--- src/rtl/prog_ram_pkg.sv ---
// Shared types, default geometry and power-up program image for prog_ram.
// Pure declarations: no latency and no backpressure.
package prog_ram_pkg;

    localparam int PROG_RAM_DATA_W = 8;
    localparam int PROG_RAM_ADDR_W = 8;
    localparam int PROG_RAM_DEPTH  = 31;

    typedef enum logic [1:0] {
        IDLE,
        LOAD,
        DONE
    } ld_state_t;

    // Words beyond the image length power up as zero.
    localparam int PROG_RAM_INIT_LEN = 11;
    localparam logic [7:0] PROG_RAM_INIT [PROG_RAM_INIT_LEN] = '{
        8'h02, 8'hE7, 8'h03, 8'h10, 8'h0B, 8'h10,
        8'h0E, 8'h03, 8'h0F, 8'h93, 8'h04
    };

endpackage

--- src/rtl/prog_ram_if.sv ---
// CPU memory bus plus streaming loader port of prog_ram.
// Bundle only: no latency; the loader is throttled by ld_ready.
interface prog_ram_if
    import prog_ram_pkg::*;
#(
    parameter int DATA_W = PROG_RAM_DATA_W,
    parameter int ADDR_W = PROG_RAM_ADDR_W
);
    logic              wren;
    logic [ADDR_W-1:0] address;
    logic [DATA_W-1:0] data;
    logic [DATA_W-1:0] q;
    logic              addr_err;
    logic              ld_start;
    logic              ld_valid;
    logic [DATA_W-1:0] ld_data;
    logic              ld_last;
    logic              ld_ready;
    logic              busy;
    logic              done;

    modport master (
        output wren, address, data, ld_start, ld_valid, ld_data, ld_last,
        input  q, addr_err, ld_ready, busy, done
    );

    modport slave (
        input  wren, address, data, ld_start, ld_valid, ld_data, ld_last,
        output q, addr_err, ld_ready, busy, done
    );

endinterface

--- src/rtl/prog_ram_loader.sv ---
// Load FSM: streams loader bytes into memory from address 0 until ld_last or the top word.
// Write strobe is combinational from the accept; ld_ready/busy/done are registered from next state; 1 byte/cycle.
module prog_ram_loader
    import prog_ram_pkg::*;
#(
    parameter int DATA_W = PROG_RAM_DATA_W,
    parameter int ADDR_W = PROG_RAM_ADDR_W,
    parameter int DEPTH  = PROG_RAM_DEPTH
) (
    input  logic              clock,
    input  logic              reset,
    input  logic              ld_start,
    input  logic              ld_valid,
    input  logic [DATA_W-1:0] ld_data,
    input  logic              ld_last,
    output logic              ld_ready,
    output logic              busy,
    output logic              done,
    output logic              idle,
    output logic              wr_en,
    output logic [ADDR_W-1:0] wr_addr,
    output logic [DATA_W-1:0] wr_data
);
    localparam logic [ADDR_W-1:0] LAST_PTR = ADDR_W'(DEPTH - 1);

    ld_state_t         state_q, state_d;
    logic [ADDR_W-1:0] ptr_q, ptr_d;
    logic              ld_ready_q, ld_ready_d;
    logic              busy_q, busy_d;
    logic              done_q, done_d;
    logic              accept;

    always_comb begin
        state_d = state_q;
        ptr_d   = ptr_q;
        accept  = ld_valid & ld_ready_q;
        case (state_q)
            IDLE: begin
                if (ld_start) begin
                    state_d = LOAD;
                    ptr_d   = '0;
                end
            end
            LOAD: begin
                if (accept) begin
                    ptr_d = ptr_q + 1'b1;
                    if (ld_last || ptr_q == LAST_PTR) begin
                        state_d = DONE;
                    end
                end
            end
            DONE:    state_d = IDLE;
            default: state_d = IDLE;
        endcase
        ld_ready_d = (state_d == LOAD);
        busy_d     = (state_d != IDLE);
        done_d     = (state_d == DONE);
    end

    always_ff @(posedge clock) begin
        if (reset) begin
            state_q    <= IDLE;
            ptr_q      <= '0;
            ld_ready_q <= 1'b0;
            busy_q     <= 1'b0;
            done_q     <= 1'b0;
        end else begin
            state_q    <= state_d;
            ptr_q      <= ptr_d;
            ld_ready_q <= ld_ready_d;
            busy_q     <= busy_d;
            done_q     <= done_d;
        end
    end

    assign ld_ready = ld_ready_q;
    assign busy     = busy_q;
    assign done     = done_q;
    assign idle     = (state_q == IDLE);
    assign wr_en    = accept;
    assign wr_addr  = ptr_q;
    assign wr_data  = ld_data;

endmodule

--- src/rtl/prog_ram.sv ---
// Single-port program/data RAM with range checking and a sequential program loader.
// CPU read latency 1 cycle; CPU port is ignored while a load is in progress (LOAD/DONE).
module prog_ram
    import prog_ram_pkg::*;
#(
    parameter int DATA_W        = PROG_RAM_DATA_W,
    parameter int ADDR_W        = PROG_RAM_ADDR_W,
    parameter int DEPTH         = PROG_RAM_DEPTH,
    parameter bit WRITE_THROUGH = 1'b0
) (
    input  logic     clock,
    input  logic     reset,
    prog_ram_if.slave bus
);
    localparam int IDX_W = (DEPTH > 1) ? $clog2(DEPTH) : 1;
    localparam logic [ADDR_W:0] ADDR_LIM = (ADDR_W + 1)'(DEPTH);

    typedef logic [DEPTH-1:0][DATA_W-1:0] mem_t;

    function automatic mem_t init_image();
        mem_t img = '0;
        for (int i = 0; i < DEPTH; i++) begin
            if (i < PROG_RAM_INIT_LEN) begin
                img[i] = DATA_W'(PROG_RAM_INIT[i]);
            end
        end
        return img;
    endfunction

    // Contents survive reset; only the power-up image is defined.
    mem_t mem_q = init_image();

    logic              idle;
    logic              ld_we;
    logic [ADDR_W-1:0] ld_waddr;
    logic [DATA_W-1:0] ld_wdata;
    logic              ld_waddr_unused;
    logic              in_range;
    logic              cpu_we;
    logic              mem_we;
    logic [IDX_W-1:0]  cpu_idx;
    logic [IDX_W-1:0]  mem_idx;
    logic [DATA_W-1:0] mem_wdata;
    logic [DATA_W-1:0] q_q, q_d;
    logic              addr_err_q, addr_err_d;

    prog_ram_loader #(
        .DATA_W (DATA_W),
        .ADDR_W (ADDR_W),
        .DEPTH  (DEPTH)
    ) u_loader (
        .clock    (clock),
        .reset    (reset),
        .ld_start (bus.ld_start),
        .ld_valid (bus.ld_valid),
        .ld_data  (bus.ld_data),
        .ld_last  (bus.ld_last),
        .ld_ready (bus.ld_ready),
        .busy     (bus.busy),
        .done     (bus.done),
        .idle     (idle),
        .wr_en    (ld_we),
        .wr_addr  (ld_waddr),
        .wr_data  (ld_wdata)
    );

    // The pointer stops at DEPTH-1, so its upper bits never select a word.
    assign ld_waddr_unused = ^ld_waddr;

    always_comb begin
        in_range   = ({1'b0, bus.address} < ADDR_LIM);
        cpu_idx    = bus.address[IDX_W-1:0];
        cpu_we     = idle & bus.wren & in_range;
        // A reset edge must not commit a loader byte that arrives with it.
        mem_we     = ~reset & (ld_we | cpu_we);
        mem_idx    = ld_we ? ld_waddr[IDX_W-1:0] : cpu_idx;
        mem_wdata  = ld_we ? ld_wdata : bus.data;
        q_d        = q_q;
        addr_err_d = 1'b0;
        if (idle) begin
            if (!in_range) begin
                q_d        = '0;
                addr_err_d = 1'b1;
            end else if (!bus.wren) begin
                q_d = mem_q[cpu_idx];
            end else if (WRITE_THROUGH) begin
                q_d = bus.data;
            end
        end
    end

    always_ff @(posedge clock) begin
        if (reset) begin
            q_q        <= '0;
            addr_err_q <= 1'b0;
        end else begin
            q_q        <= q_d;
            addr_err_q <= addr_err_d;
        end
    end

    always_ff @(posedge clock) begin
        if (mem_we) begin
            mem_q[mem_idx] <= mem_wdata;
        end
    end

    assign bus.q        = q_q;
    assign bus.addr_err = addr_err_q;

endmodule

--- src/flat_wrapper.sv ---
// flat-port wrapper written by rule: the top's interface ports become plain ports
module prog_ram_flat import prog_ram_pkg::*;
#(
    parameter int DATA_W        = PROG_RAM_DATA_W,
    parameter int ADDR_W        = PROG_RAM_ADDR_W,
    parameter int DEPTH         = PROG_RAM_DEPTH,
    parameter bit WRITE_THROUGH = 1'b0
)
  (clock, reset, bus_wren, bus_address, bus_data, bus_ld_start, bus_ld_valid, bus_ld_data, bus_ld_last, bus_q, bus_addr_err, bus_ld_ready, bus_busy, bus_done);
  prog_ram_if #(.DATA_W(DATA_W), .ADDR_W(ADDR_W)) bus_i ();
  input  logic clock;
  input  logic reset;
  input wire logic [$bits(bus_i.wren)-1:0] bus_wren;
  input wire logic [$bits(bus_i.address)-1:0] bus_address;
  input wire logic [$bits(bus_i.data)-1:0] bus_data;
  input wire logic [$bits(bus_i.ld_start)-1:0] bus_ld_start;
  input wire logic [$bits(bus_i.ld_valid)-1:0] bus_ld_valid;
  input wire logic [$bits(bus_i.ld_data)-1:0] bus_ld_data;
  input wire logic [$bits(bus_i.ld_last)-1:0] bus_ld_last;
  output wire logic [$bits(bus_i.q)-1:0] bus_q;
  output wire logic [$bits(bus_i.addr_err)-1:0] bus_addr_err;
  output wire logic [$bits(bus_i.ld_ready)-1:0] bus_ld_ready;
  output wire logic [$bits(bus_i.busy)-1:0] bus_busy;
  output wire logic [$bits(bus_i.done)-1:0] bus_done;
  assign bus_i.wren = bus_wren;
  assign bus_i.address = bus_address;
  assign bus_i.data = bus_data;
  assign bus_i.ld_start = bus_ld_start;
  assign bus_i.ld_valid = bus_ld_valid;
  assign bus_i.ld_data = bus_ld_data;
  assign bus_i.ld_last = bus_ld_last;
  assign bus_q = bus_i.q;
  assign bus_addr_err = bus_i.addr_err;
  assign bus_ld_ready = bus_i.ld_ready;
  assign bus_busy = bus_i.busy;
  assign bus_done = bus_i.done;
  prog_ram #(.DATA_W(DATA_W), .ADDR_W(ADDR_W), .DEPTH(DEPTH), .WRITE_THROUGH(WRITE_THROUGH)) u_core (.clock(clock), .reset(reset), .bus(bus_i));
endmodule
--- config.mk ---
export PLATFORM = sky130hd
export DESIGN_NAME = prog_ram_flat
export DESIGN_NICKNAME = d
export VERILOG_FILES = /design/src/rtl/prog_ram_pkg.sv /design/src/rtl/prog_ram_if.sv /design/src/rtl/prog_ram_loader.sv /design/src/rtl/prog_ram.sv /design/src/flat_wrapper.sv
export SDC_FILE = /design/constraint.sdc
export NUM_CORES = 1
export LEC_CHECK = 0
export ABC_AREA = 1
export CAP_MARGIN = 20
export CELL_PAD_IN_SITES_DETAIL_PLACEMENT = 0
export CELL_PAD_IN_SITES_GLOBAL_PLACEMENT = 1
export CORE_ASPECT_RATIO = 1.2
export CORE_MARGIN = 4
export CORE_UTILIZATION = 48
export CTS_BUF_LIST = sky130_fd_sc_hd__clkbuf_16
export CTS_CLUSTER_DIAMETER = 100
export CTS_CLUSTER_SIZE = 24
export DETAILED_ROUTE_END_ITERATION = 10
export GPL_ROUTABILITY_DRIVEN = 0
export GPL_TIMING_DRIVEN = 0
export PLACE_DENSITY_LB_ADDON = 0.12
export SYNTH_ARGS = -nofsm -noshare
export SYNTH_HDL_FRONTEND = slang
export SYNTH_SLANG_ARGS = --single-unit
export TNS_END_PERCENT = 10
--- constraint.sdc ---
create_clock -name clock -period 2.85 [get_ports clock]
set_clock_uncertainty 0.2 [all_clocks]
set_input_delay 0.57 -clock clock [delete_from_list [all_inputs] [get_ports clock]]
set_output_delay 0.57 -clock clock [all_outputs]
set_load 0.02 [all_outputs]
==> out/qor.yml <==
status: "finished, violations left"
violated_checks: "setup timing"
ys_seq_area_frac: 0.672
netlist_instances: 1167
placedCellCount: 1533
routedWlPerCell_um: 18.8
slew-limit-headroom: 0.564
worst_slew_pin_slew_ns: 0.650
grt_pass1_vias: 7526
holdPathStages: 2
fp.coreArea_um2: 24000
totalNegativeSetupSlack_ns: -0.438
worst_setup_hold_path_clk_slew_ns: 0.10
max_freq_ghz: 0.346
route.detailed.vias_per_inst: 5.02
critPathMaxStageDelay_ns: 0.55
cpMaxStageDelayCell: "clkdlybuf4s50_1"
synth_top_family_by_area: "simple AND/OR/NAND/NOR gates"
tritoncts: "done"
hold_viol: 0
die-area_um2: 27000
pwr_density_cell_nw_per_um2: 548
final_period_minus_worst_setup_slack_ns: 2.89
cp_cell_sequence: "clkdlybuf4s50_1, nand2_4, inv_4, nand4_4, nand2_4, o31ai_4, nand3_4, nor2_2"
critPathMostFrequentCell: "nand2_4"
critical_path_class: "input port to register"
horizontal_die_dimension_um: 151
timing.critical_path.depth: 8
detailedRoute.firstIterationViolations: 660
max-clock-path-buffers: 3
gr-usage-all-layers: 0.219
drv_cap: 0
antenna_cells_inserted: 0
global_route_wire_length_before_repair_um: 43600
global_route.overflow_total: 0
routed_wirelength_um: 29200
synth_compound_area_frac: 0.0373
worst_r2r_path_depth: 7
ant_nets: 0
dpl_worst_slack_ns: -0.858
fin_total_pwr_mw: 7.27
worst_vdd_rail_ir_drop_mv: 0.502
layout_worst_path_cycle_share: 1.01
crit_fanout: 9
post_layout_nonfiller_instances: 1554
synth-xor-area-share: 0
finalSetupViolations: 25
netlist-cell-type-count: 34
post-route-drc-count: 0
timing.final.ws_setup_ns: -0.0367
synthToLayoutAreaGrowth_pct: 12.9
r2r_setup_slack_ns: 0.23
yosysWarningCount: 0
leakage_component_of_the_power_nw: 5.15
cp_data_required_time_ns: 2.79
port-buffer-count: 38
finalNetCount: 1262
cp.arrival_ns: 2.83
stdcell_area_um2: 13300
synth_area_per_cell_um2: 10.1
cts-buffers-inserted: 15
min_delay_worst_endpoint: "u_core.u_loader.wr_addr[7]"
synthSimpleGateAreaFrac: 0.226
floorplan.rows: 62
vias: 7798
grt_antenna_before_repair: 0
clock-sinks: 270
post_synthesis_mux_area_share: 0
initial_utilization: 0.488
post_route_cells_drive_above_1_share: 0.0891
cpLargestDelayFamily: "simple AND/OR/NAND/NOR gates"
chipHeight_um: 179
placedInstanceArea_um2: 12700
crit-reg2reg-launch: "u_core.u_loader.ld_ready"
rsz_0062_raised_after_global_routing: "yes"
asyncSetResetFlopFracSynth: 0
synth.cell_area_um2: 11700
critPathLaunchType: "input port"
worst_flop_to_flop_path_endpoint: "u_core.mem_q[71]"
report.final.slew_viol_count: 0
drt-pass1-iter-count: 5
yosys.area_share.adder: 0.00213
holdCritPathClass: "register to register"
ys_seq_elements: 270
clockRootBuffer: "clkbuf_16"
h-tree-depth: 1
design.portCount: 42
hp-start: "u_core.u_loader.wr_addr[7]"
layout.core_utilization: 0.552
end_kind: "register"
synth_enable_flop_cells: 248
critPathBufInv: 2
synthFlopType: "edfxtp_1"
syn-num-nets: 1199
clkLatencyLatePin_ns: 0.50
cts_hold_buf: 0
hpwlAfterDp_um: 21300
hold-worst-slack_ns: 0.294
grt_max_degree: 26
-- worst max-delay path by stage --
stage                               from           endpoint  slack [ns]
after floorplan           bus_address[0]    u_core.mem_q[0]        0.33
after global placement      bus_ld_valid  u_core.mem_q[131]       -1.09
after detailed placement    bus_ld_valid  u_core.mem_q[131]       -0.86
after CTS                 bus_address[3]  u_core.mem_q[103]       -0.16
after global routing      bus_address[3]   u_core.mem_q[71]       -0.14
final                     bus_address[3]  u_core.mem_q[233]       -0.04
-- what timing repair did --
item	CTS	global route
endpoints found under the setup margin	426	284
buffers inserted	0	0
gates resized for setup	27	20
-- cell type report --
type	count	area, µm²
fill	2130	10800
timing repair buffer	46	576
sequential	270	7890
clock inverter	6	38.8
clock buffer	15	375
multi-input combinational	718	3250
buffer	48	245
tap	320	400
inverter	131	494
-- registers in the layout, indices dropped and copies added, names as in the netlist --
register and flops:
u_core.u_loader.wr_addr 8, u_core.u_loader.done 1, u_core.u_loader.state_q 2, u_core.u_loader.ld_ready 1, u_core.mem_q 248, u_core.bus.addr_err 1, u_core.u_loader.busy 1, u_core.bus.q 8
-- layer usage --
| metal | vias up | global-route usage | part of all wire |
|---|---|---|---|
| li1 | 3940 | - | - |
| met1 | 3630 | 0.290 | 0.43 |
| met2 | 197 | 0.394 | 0.51 |
| met3 | 31 | 0.0186 | 0.042 |
| met4 | 0 | 0.0544 | 0.022 |
| met5 | - | 0 | 0 |
-- where the power goes --
group / switching (mW) / internal (mW)
combinational: 0.490 / 0.216
sequential: 0.00824 / 4.37
clock: 1.21 / 0.976
-- cell families after synthesis --
logic type / after synthesis
compound gates: 80
flops: 270
buf+inv: 179
fa+ha+maj: 2
simple gates: 636
-- tightest hold or removal path, cell delays in order, from the launching register on --
cell and delay, ns:
dfxtp_1 0.33, nand2_1 0.06, a21oi_1 0.06
-- layout by cell type, fill, tap and decap left out, types with 2 or more instances in the layout --
cell | netlist | routed
nor2_2 | 2 | 25
clkbuf_16 | 0 | 15
a21oi_1 | 30 | 30
nor2_1 | 142 | 111
nand3_4 | 4 | 4
o21ai_1 | 15 | 16
nor2_4 | 0 | 8
nand3_1 | 111 | 111
nor3_1 | 4 | 4
clkdlybuf4s50_1 | 0 | 38
o21ai_2 | 2 | 2
o21ai_0 | 28 | 27
clkinv_1 | 2 | 2
buf_16 | 0 | 6
buf_2 | 23 | 23
clkbuf_2 | 0 | 2
inv_2 | 4 | 4
clkbuf_1 | 14 | 12
edfxtp_1 | 248 | 248
buf_6 | 4 | 4
buf_1 | 6 | 6
buf_8 | 0 | 2
inv_1 | 124 | 129
dfxtp_1 | 22 | 22
ha_1 | 2 | 2
nand2_1 | 359 | 355
nand2_4 | 2 | 2
or2_1 | 7 | 7
nand2_2 | 1 | 5
-- synth_stat cells (all sizes together) (2+ instances only) --
library cell,n,share of area
nor2,144,0.046
o21ai,45,0.020
clkbuf,14,0.0045
edfxtp,248,0.63
inv,129,0.041
nor3,5,0.0026
a21oi,31,0.014
or2,8,0.0043
nand4,2,0.0023
nand3,115,0.053
buf,34,0.016
ha,2,0.0021
clkinv,2,0.00064
dfxtp,22,0.038
nand2,362,0.12
No activity file was read; power rests on OpenSTA's default activity.
